$ cat src/rtl/cf_uart_rx_deframer.sv
// cf_uart_rx_deframer: UART receive engine that oversamples rx, deframes 5..MDW data bits with optional parity and 1/2 stop bits
// Ports:
//   clk, rst_n         system clock, synchronous active-low reset
//   en, rx_en          global / receiver enable; either low aborts the frame in progress
//   rx                 asynchronous serial input
//   prescaler          tick period = prescaler+1 clk cycles
//   data_size          data bits per frame (clamped to 5..MDW)
//   parity_type        00 none, 01 odd, 10 even, 11 mark
//   stop_bits_count    0: one stop bit, 1: two stop bits
//   glitch_filter_en   use the GFLEN-tick majority-free filter on rx
//   timeout_bits       idle bit-times before timeout_flag (0 disables)
//   match_data         compare value for match_flag
//   data, data_valid   received word and its 1-clk push strobe
//   parity_err, frame_err, match_flag   per-frame pulses coincident with data_valid
//   break_flag, timeout_flag            event pulses
//   busy               receiver not in IDLE
module cf_uart_rx_deframer #(
    parameter int SC    = 8,
    parameter int MDW   = 9,
    parameter int GFLEN = 8
) (
    input  logic           clk,
    input  logic           rst_n,
    input  logic           en,
    input  logic           rx_en,
    input  logic           rx,
    input  logic [15:0]    prescaler,
    input  logic [3:0]     data_size,
    input  logic [1:0]     parity_type,
    input  logic           stop_bits_count,
    input  logic           glitch_filter_en,
    input  logic [5:0]     timeout_bits,
    input  logic [MDW-1:0] match_data,
    output logic [MDW-1:0] data,
    output logic           data_valid,
    output logic           parity_err,
    output logic           frame_err,
    output logic           match_flag,
    output logic           break_flag,
    output logic           timeout_flag,
    output logic           busy
);
    localparam int SW = $clog2(SC);
    localparam int BW = $clog2(MDW + 1);

    typedef enum logic [2:0] {IDLE, START, DATA, PARITY, STOP1, STOP2, BRK_WAIT} state_t;

    state_t           state_q, state_d;
    logic             sync1_q, sync1_d, sync2_q, sync2_d;
    logic [15:0]      cnt_q, cnt_d;
    logic [GFLEN-1:0] filt_q, filt_d;
    logic             rxf_q, rxf_d, rxp_q, rxp_d;
    logic [SW-1:0]    s_q, s_d, tmo_s_q, tmo_s_d;
    logic [BW-1:0]    bit_q, bit_d, dw;
    logic [MDW-1:0]   shreg_q, shreg_d, data_q, data_d;
    logic             par_q, par_d, stop1_q, stop1_d;
    logic             dv_q, dv_d, pe_q, pe_d, fe_q, fe_d, mf_q, mf_d, bf_q, bf_d, to_q, to_d;
    logic             arm_q, arm_d;
    logic [5:0]       tmo_cnt_q, tmo_cnt_d;
    logic             act, tick, rxf, mid, fin, fe;

    always_comb begin
        act     = en & rx_en;
        sync1_d = rx;
        sync2_d = sync1_q;
        tick    = act && (cnt_q == prescaler);
        cnt_d   = (!act || tick) ? '0 : cnt_q + 16'd1;
        filt_d  = tick ? {filt_q[GFLEN-2:0], sync2_q} : filt_q;
        // filtered level only moves once the whole window agrees
        rxf_d   = (&filt_d) ? 1'b1 : (~|filt_d) ? 1'b0 : rxf_q;
        rxf     = glitch_filter_en ? rxf_q : sync2_q;
        rxp_d   = tick ? rxf : rxp_q;
        dw      = (data_size < 4'd5) ? BW'(5) : ({28'd0, data_size} > MDW) ? BW'(MDW) : BW'(data_size);
        mid     = s_q == SW'(SC - 1);
        state_d   = state_q;
        s_d       = s_q;
        bit_d     = bit_q;
        shreg_d   = shreg_q;
        par_d     = par_q;
        stop1_d   = stop1_q;
        data_d    = data_q;
        arm_d     = arm_q;
        tmo_s_d   = tmo_s_q;
        tmo_cnt_d = tmo_cnt_q;
        dv_d = 1'b0;
        pe_d = 1'b0;
        fe_d = 1'b0;
        mf_d = 1'b0;
        bf_d = 1'b0;
        to_d = 1'b0;
        fin  = 1'b0;
        fe   = 1'b0;
        if (!act) begin
            state_d   = IDLE;
            s_d       = '0;
            arm_d     = 1'b0;
            tmo_s_d   = '0;
            tmo_cnt_d = '0;
        end else if (tick) begin
            s_d = mid ? '0 : s_q + SW'(1);
            case (state_q)
                IDLE: begin
                    s_d = '0;
                    if (rxp_q && !rxf) begin
                        state_d   = START;
                        tmo_s_d   = '0;
                        tmo_cnt_d = '0;
                    end else if (arm_q && timeout_bits != 6'd0) begin
                        tmo_s_d = (tmo_s_q == SW'(SC - 1)) ? '0 : tmo_s_q + SW'(1);
                        if (tmo_s_q == SW'(SC - 1)) begin
                            tmo_cnt_d = tmo_cnt_q + 6'd1;
                            if (tmo_cnt_d == timeout_bits) begin
                                to_d  = 1'b1;
                                arm_d = 1'b0;
                            end
                        end
                    end
                end
                START: begin
                    // start bit is checked at its centre, half a bit after the edge
                    if (s_q == SW'(SC / 2 - 1)) begin
                        s_d     = '0;
                        state_d = rxf ? IDLE : DATA;
                        bit_d   = '0;
                        shreg_d = '0;
                    end
                end
                DATA: begin
                    if (mid) begin
                        shreg_d[bit_q] = rxf;
                        bit_d = bit_q + BW'(1);
                        if (bit_q == dw - BW'(1))
                            state_d = (parity_type != 2'b00) ? PARITY : STOP1;
                    end
                end
                PARITY: begin
                    if (mid) begin
                        par_d   = rxf;
                        state_d = STOP1;
                    end
                end
                STOP1: begin
                    if (mid) begin
                        if (shreg_q == '0 && (parity_type == 2'b00 || !par_q) && !rxf) begin
                            state_d = BRK_WAIT;
                            bf_d    = 1'b1;
                        end else if (stop_bits_count) begin
                            stop1_d = rxf;
                            state_d = STOP2;
                        end else begin
                            fin = 1'b1;
                            fe  = !rxf;
                        end
                    end
                end
                STOP2: begin
                    if (mid) begin
                        fin = 1'b1;
                        fe  = !stop1_q || !rxf;
                    end
                end
                BRK_WAIT: begin
                    s_d = '0;
                    if (rxf)
                        state_d = IDLE;
                end
                default: state_d = IDLE;
            endcase
            if (fin) begin
                state_d   = IDLE;
                data_d    = shreg_q;
                dv_d      = 1'b1;
                fe_d      = fe;
                mf_d      = shreg_q == match_data;
                arm_d     = 1'b1;
                tmo_s_d   = '0;
                tmo_cnt_d = '0;
                pe_d      = (parity_type == 2'b01) ? ~(^shreg_q ^ par_q) :
                            (parity_type == 2'b10) ? (^shreg_q ^ par_q) :
                            (parity_type == 2'b11) ? !par_q : 1'b0;
            end
        end
    end

    always_ff @(posedge clk) begin
        if (!rst_n) begin
            state_q   <= IDLE;
            sync1_q   <= 1'b1;
            sync2_q   <= 1'b1;
            cnt_q     <= '0;
            filt_q    <= '1;
            rxf_q     <= 1'b1;
            rxp_q     <= 1'b1;
            s_q       <= '0;
            bit_q     <= '0;
            shreg_q   <= '0;
            par_q     <= 1'b0;
            stop1_q   <= 1'b0;
            data_q    <= '0;
            dv_q      <= 1'b0;
            pe_q      <= 1'b0;
            fe_q      <= 1'b0;
            mf_q      <= 1'b0;
            bf_q      <= 1'b0;
            to_q      <= 1'b0;
            arm_q     <= 1'b0;
            tmo_s_q   <= '0;
            tmo_cnt_q <= '0;
        end else begin
            state_q   <= state_d;
            sync1_q   <= sync1_d;
            sync2_q   <= sync2_d;
            cnt_q     <= cnt_d;
            filt_q    <= filt_d;
            rxf_q     <= rxf_d;
            rxp_q     <= rxp_d;
            s_q       <= s_d;
            bit_q     <= bit_d;
            shreg_q   <= shreg_d;
            par_q     <= par_d;
            stop1_q   <= stop1_d;
            data_q    <= data_d;
            dv_q      <= dv_d;
            pe_q      <= pe_d;
            fe_q      <= fe_d;
            mf_q      <= mf_d;
            bf_q      <= bf_d;
            to_q      <= to_d;
            arm_q     <= arm_d;
            tmo_s_q   <= tmo_s_d;
            tmo_cnt_q <= tmo_cnt_d;
        end
    end

    assign data         = data_q;
    assign data_valid   = dv_q;
    assign parity_err   = pe_q;
    assign frame_err    = fe_q;
    assign match_flag   = mf_q;
    assign break_flag   = bf_q;
    assign timeout_flag = to_q;
    assign busy         = state_q != IDLE;
endmodule
$ cat config.mk
export PLATFORM = sky130hd
export DESIGN_NAME = cf_uart_rx_deframer
export DESIGN_NICKNAME = d
export VERILOG_FILES = /design/src/rtl/cf_uart_rx_deframer.sv
export SDC_FILE = /design/constraint.sdc
export NUM_CORES = 1
export LEC_CHECK = 0
export CORE_MARGIN = 10
export CORE_UTILIZATION = 45
export CTS_CLUSTER_SIZE = 8
export DETAILED_ROUTE_END_ITERATION = 10
export DONT_BUFFER_PORTS = 1
export GPL_TIMING_DRIVEN = 0
export PLACE_DENSITY = 0.7
export SYNTH_ARGS = -nofsm -noshare
export SYNTH_HDL_FRONTEND = slang
export SYNTH_SLANG_ARGS = --single-unit
$ cat constraint.sdc
create_clock -name clk -period 3.1 [get_ports clk]
set_clock_uncertainty 0.1 [all_clocks]
set_input_delay 0.465 -clock clk [delete_from_list [all_inputs] [get_ports clk]]
set_output_delay 0.465 -clock clk [all_outputs]
set_load 0.05 [all_outputs]
* Word-level counts from Yosys, hierarchy flattened
Index checks and enable logic that the tools add are counted.
** Cells by class
- Add/subtract/negate cells :: 6
- $mul :: 0
- Div/mod/pow operators :: 0
- Magnitude comparators :: 4
- Equality and inequality tests :: 28
- Shift-type cells :: 0
- Muxes and demuxes :: 63
- Bitwise logic cells :: 10
- Reduce and logical (&&, ||, !) cells :: 45
** Operators by type and width (count)
- 2-to-1 mux 3 bit :: 18
- 2-to-1 mux 6 bit :: 5
- 2-to-1 mux 1 bit :: 24
- inequality test 3 bit (second input constant) :: 7
- one-hot mux 3 bit (7 select lines) :: 1
- 2-to-1 mux 9 bit :: 2
- one-hot mux 9 bit (2 select lines) :: 1
- adder 16 x 1 -> 16 bit (second input constant) :: 1
- equality test 16 bit :: 1
- 2-to-1 mux 4 bit :: 4
- equality test 3 bit (second input constant) :: 5
- AND reduction 4 bit :: 3
- AND reduction 6 bit :: 2
- nonzero test 2 bit :: 6
- AND reduction 10 bit :: 1
- AND reduction 5 bit :: 2
- bitwise mux 9 bit :: 1
- equality test 3 x 2 -> 1 bit (second input constant) :: 3
- equality test 9 bit :: 1
- zero test 9 bit :: 1
- AND reduction 3 bit :: 3
- nonzero test 3 bit :: 3
- XOR reduction 9 bit :: 1
- 2-to-1 mux 8 bit :: 1
- 35 further kinds :: 59
** Storage, ports and cells
- Register bits :: 74
- Latch bits :: 0
- Bits in writable memories :: 0
- Memory bits (read-only) :: 0
- Bits of input ports :: 44
- Output and inout port bits :: 16
- Logic and storage cells :: 178
- Memories :: 0

* Logic depth before layout (Yosys ltp)
- Depth in word-level cells :: 11
- Gate-level depth with buffers :: 10
- Depth with buffers taken out :: 8

* Worst setup path before layout
OpenSTA, ideal clock, no wires.
- Path type :: input to register
- From :: input data_size[1]
- To :: register state_q[2]
- Library setup time :: 0.072 ns
- Arrival time :: 2.166 ns
- Required time :: 2.928 ns
- Path slack :: 0.762 ns
- Stages :: 7
- Path buffers :: 0
- Cell sequence :: or3b_1 a21oi_1 ha_1 xnor2_1 o41ai_4 o2111ai_1 a21oi_1
** Between the ends
- Longest elaborated chain between the ends :: 7
- Elaborated cells between the ends (all ways) :: 8
- Classes of those cells :: add/sub (1); order compare (2); eq/ne (2); mux (2); reduce/logical (1)
** RTL lines
- start: declaration :: line 28 : input logic [3:0] data_size,
- greater-than comparator 4 bit :: line 73 : dw = (data_size < 4'd5) ? BW'(5) : ({28'd0, data_size} > MDW) ? BW'(MDW) : BW'(data_size);
- 2-to-1 mux 4 bit :: line 73
- 2-to-1 mux 4 bit * :: line 73
- subtractor 4 x 1 -> 4 bit * :: line 132 : if (bit_q == dw - BW'(1))
- equality test 4 bit * :: line 132
- inequality test 3 bit (no source line) *
- AND reduction 10 bit (no source line) *
- end signal: assignment :: line 210 : state_q <= state_d;
- end: declaration :: line 48 : state_t state_q, state_d;
Every way passes the cells marked *; elsewhere a longest branch is shown, timed or not.
A chain may end at the register's enable or synchronous reset.

* Final worst setup path
- From :: register s_q[0]
- To :: register state_q[2]
** Between the ends
- Longest elaborated chain between the ends :: 7
- Elaborated cells between the ends (all ways) :: 18
- Classes of those cells :: eq/ne (11); mux (6); reduce/logical (1)
** RTL lines
- start: declaration :: line 53 : logic [SW-1:0] s_q, s_d, tmo_s_q, tmo_s_d;
- start signal: assignment :: line 194 : s_q <= '0;
- start signal: assignment :: line 217 : s_q <= s_d;
- equality test 3 bit :: line 74 : mid = s_q == SW'(SC - 1);
- 2-to-1 mux 1 bit, on equally long branches :: line 157, 143
- one-hot mux 1 bit (2 select lines) :: line 101 : case (state_q)
- 2-to-1 mux 1 bit :: line 99 : end else if (tick) begin
- 2-to-1 mux 1 bit :: line 93 : if (!act) begin
- inequality test 4 bit (no source line) (tied with other cells)
- AND reduction 10 bit (no source line)
Several ways; a longest one is shown, not always the timed one. The select of a mux whose other input is x is not followed.

==> results summary <==
The sum of net half-perimeters after detailed placement is 7504 µm. Counting every instance in the synthesized netlist gives 465. The count of routing violations after the opening detailed-route iteration came out at 151. The die area is 13,660 µm².

The instance area after placement came out at 4363 µm². Data on the critical path is required at its endpoint by 3.25 ns. In the final routing, the length of wire on met1 measures 4314 µm.

The via count of the first global-routing pass came out at 3,320. The count of placed standard cells in the final layout, fillers left out came out at 591. The maximum operating frequency came out at 368.4 MHz.

The repair_antennas step left the layout with diodes totalling 0. The min-delay analysis places its worst path in the category in2reg. The power density over the cells is 388.3 nW/µm².

The standard cell core area came out at 9196 µm². Gates resized during post-CTS repair numbered 0. In this run the number of H-tree levels came out at 3. The critical path's most frequent cell is sky130_fd_sc_hd__ha_1. After layout, the minimum clock period comes to 2.715 ns. After routing the design area is 4554 µm². The synthesized cell area is 4224 µm².

At the pin with the least slew margin, the transition time is 0.8385 ns. The placer's final routability congestion estimate came out at 0.8726. 60 I/O pins were placed. The fraction of layout instances using a drive strength above 1 is 8.750%.

The routed via count is 3,429. The number of I/O port buffers came out at 0. In this run the critical register-to-register path is launched from s_q[0]. The ratio of final minimum period to clock period is 87.57%.

Sequential cells were found to cover 35.07% of the synthesized design area. Across the VDD grid, the largest voltage drop is 0.2270 mV. The count of endpoints failing setup in the final report came out at 0. The final-report hold violation count came out at 0. The clock passes through at most 2 buffers.

The average wire length per cell after detail routing is 16.35 µm. The maximum fanout encountered on the critical timing path came out at 10. At the worst endpoint, the arrival time is 2.86 ns. The highest cell delay on the worst timing path is 0.51 ns. After detailed routing, no signal wire sits above met4. Setup repair after global routing left no endpoint under its margin.

The endpoint identified for the worst register-to-register timing path is state_q[2]. A synthesized cell averages 9.084 µm². The worst min-delay path startpoint is rx.

The clock insertion delay at the later pin of the skew report is 0.34 ns. The endpoint of the worst hold path is sync1_q. The net count after synthesis is 526. The number of flops mapped to enable cells by yosys is 0. The number of nets still failing antenna checks after routing is 0. The count of distinct cell types in the synthesized netlist came out at 69. Global routing used 14.40% of the available tracks.

Counting flops and latches in the post-synthesis netlist gives 74. Among all flip-flop cells after synthesis, the most frequent one is sky130_fd_sc_hd__dfxtp_1. The fraction of registers with async set/reset is 0%. The post-CTS setup buffer count is 0. The final total power came out at 1768 µW. The worst setup path is captured at a flip-flop. The cell count of the worst hold path came out at 1. The synthesis warning total came out at 0.

The row count came out at 35. The maximum number of pins on one net before global-route repair is 14. Traced cell by cell, the critical path runs through ha_1 -> ha_1 -> clkbuf_1 -> nor4bb_1 -> a211oi_1 -> o31ai_1 -> a2111oi_4 -> o2111ai_1 -> a21oi_1. The number of buffers inserted for hold repair after clock tree synthesis came out at 0. The setup path with the least slack is of type reg2reg. The length in cells of the worst reg-to-reg path is 9. The initial antenna violation count is 0. The count of max-cap constraint violations is 0. The remaining global-route overflow came out at 0.

The vias per cell came out at 5.802. The sum of negative setup slack came out at 0 ns. For this run, design rule violations remaining after detail routing come to 0. The iteration count of the initial detailed-routing pass is 4. The total instance count after detailed placement came out at 576. TritonCTS built the clock tree.

CTS saw 74 sinks. The flow ran to the end, and the final reports show no timing, DRC or antenna violations. The wire length of the first global-routing pass came out at 15,980 µm.

The number of nets at the end of the flow came out at 537. The setup check on the worst reg-to-reg path leaves a slack of 0.39 ns. The area growth from synthesis to layout came out at 7.820%. After detailed routing, the met3 layer carries 976 µm of wire. The headroom to the max-slew limit is 43.58%.

The number of clock buffers inserted by TritonCTS came out at 9. The root buffer cell chosen for the clock tree is sky130_fd_sc_hd__clkbuf_8. The met2 wirelength from detailed routing is 4276 µm. The standby leakage power is 0.001750 µW. The worst hold-check slack is 0.1249 ns. The cell with the biggest individual delay on the critical path is sky130_fd_sc_hd__a2111oi_4. The vertical extent of the die came out at 116.9 µm. The max-slew violation count came to 0. The post-CTS clock slew at the launch and capture registers of the worst setup and hold paths is 0.08 ns. The die extent in x came out at 116.9 µm.

STA classifies the critical path startpoint as a flip-flop. For this configuration, the core starts out at a cell density of 45.93%. The routed design has 9661 µm of wire.
[synth_stat cells (3+ instances only)]
cell                        n  area share, %
sky130_fd_sc_hd__nand2_1   37            3.3
sky130_fd_sc_hd__o31ai_1    5           0.89
sky130_fd_sc_hd__nor3b_1    4           0.71
sky130_fd_sc_hd__mux2i_1   14            3.3
sky130_fd_sc_hd__a311oi_1   9            1.9
sky130_fd_sc_hd__inv_1     19            1.7
sky130_fd_sc_hd__ha_1      17            5.0
sky130_fd_sc_hd__xnor2_1   24            5.0
sky130_fd_sc_hd__nor3_1     6           0.71
sky130_fd_sc_hd__nor4_2     4            1.2
sky130_fd_sc_hd__dfxtp_1   74             35
sky130_fd_sc_hd__buf_6      3           0.80
sky130_fd_sc_hd__nand3_1   27            3.2
sky130_fd_sc_hd__nor2_1    32            2.8
sky130_fd_sc_hd__o21ai_0   12            1.4
sky130_fd_sc_hd__a31oi_1    7            1.0
sky130_fd_sc_hd__o41ai_1    3           0.62
sky130_fd_sc_hd__xor2_1    35            7.3
sky130_fd_sc_hd__a21oi_1   16            1.9
sky130_fd_sc_hd__nor4_1     6           0.89
sky130_fd_sc_hd__and3_1    10            1.5
sky130_fd_sc_hd__and2_1     4           0.59
sky130_fd_sc_hd__a211oi_1   5           0.89
sky130_fd_sc_hd__clkbuf_1  12            1.1
sky130_fd_sc_hd__nand2b_1   6           0.89
sky130_fd_sc_hd__nand4_1    3           0.44
sky130_fd_sc_hd__nor2b_1   17            2.5
sky130_fd_sc_hd__buf_2      3           0.36
[metrics by stage]
step                util (%)  worst slack (ns)
floorplan                  -            0.7619
global placement       47.44            0.5142
detailed placement     47.44            0.4845
CTS                    49.52            0.4381
global route           49.52            0.2015
finish                 49.52            0.3854
[report_power, final]
group | internal [µW] | total [µW] | switching (µW) | leakage (µW)
registers | 951 | 953 | 1.85 | 0.000597
logic | 30.7 | 75.5 | 44.7 | 0.00106
clock network | 370 | 740 | 370 | 0.0000917
total | 1350 | 1770 | 416 | 0.00175
[registers in the layout, indices dropped and copies added (netlist names), 3 cells and up]
register,flops
cnt_q,16
data,9
shreg_q,9
filt_q,8
tmo_cnt_q,6
bit_q,4
s_q,3
state_q,3
tmo_s_q,3
[how the worst max path moves through the flow]
stage	from	to	slack, ns	cells past startpoint
2_1_floorplan	data_size[1]	state_q[2]	0.76	7
3_3_place_gp	prescaler[5]	shreg_q[2]	0.51	7
3_5_place_dp	s_q[0]	state_q[2]	0.48	9
4_1_cts	s_q[0]	state_q[2]	0.44	9
5_1_grt	s_q[0]	state_q[2]	0.20	9
6_report	s_q[0]	state_q[2]	0.39	9
[layout by cell type (no fill, tap or decap), drive strengths merged, types with 16 or more instances in the layout]
cell,n
xnor2,24
nand2,39
xor2,35
ha,17
nand3,27
nor2b,17
nor2,32
inv,20
dfxtp,74
a21oi,16
clkbuf,21
[logic make-up after synthesis]
group                      Yosys count  share of synthesized area (%)
AOI/OAI and AO/OA                   86                          16.41
xor gates and xnor gates            59                          12.23
adders and majority gates           17                          5.035
buffers and inverters               38                          4.384
DFF                                 74                          35.07
muxes                               16                          3.939
and+or+nand+nor                    175                          22.93
[critical path: cells and delay by family (launching register included)]
kind,cells,cell delay (ns)
AOI/OAI and AO/OA,5,1.35
and+or+nand+nor,1,0.11
adders and majority gates,2,0.37
DFF,1,0.35
buffers and inverters,1,0.35
[per-layer routing]
metal / GRT usage [%] / vias to the layer above
met1: 17.65 / 1617
met3: 6.116 / 8
met2: 22.42 / 111
met5: 0 / -
li1: - / 1693
met4: 4.366 / 0
[area by class of cell]
type	instances	area, µm²
fill	877	4642
sequential	74	1481
multi-input combinational	353	2557
tap	111	138.9
clock inverter	6	67.56
inverter	19	71.32
clock buffer	9	123.9
buffer	19	113.9
Power figures use the tool's default switching activity.
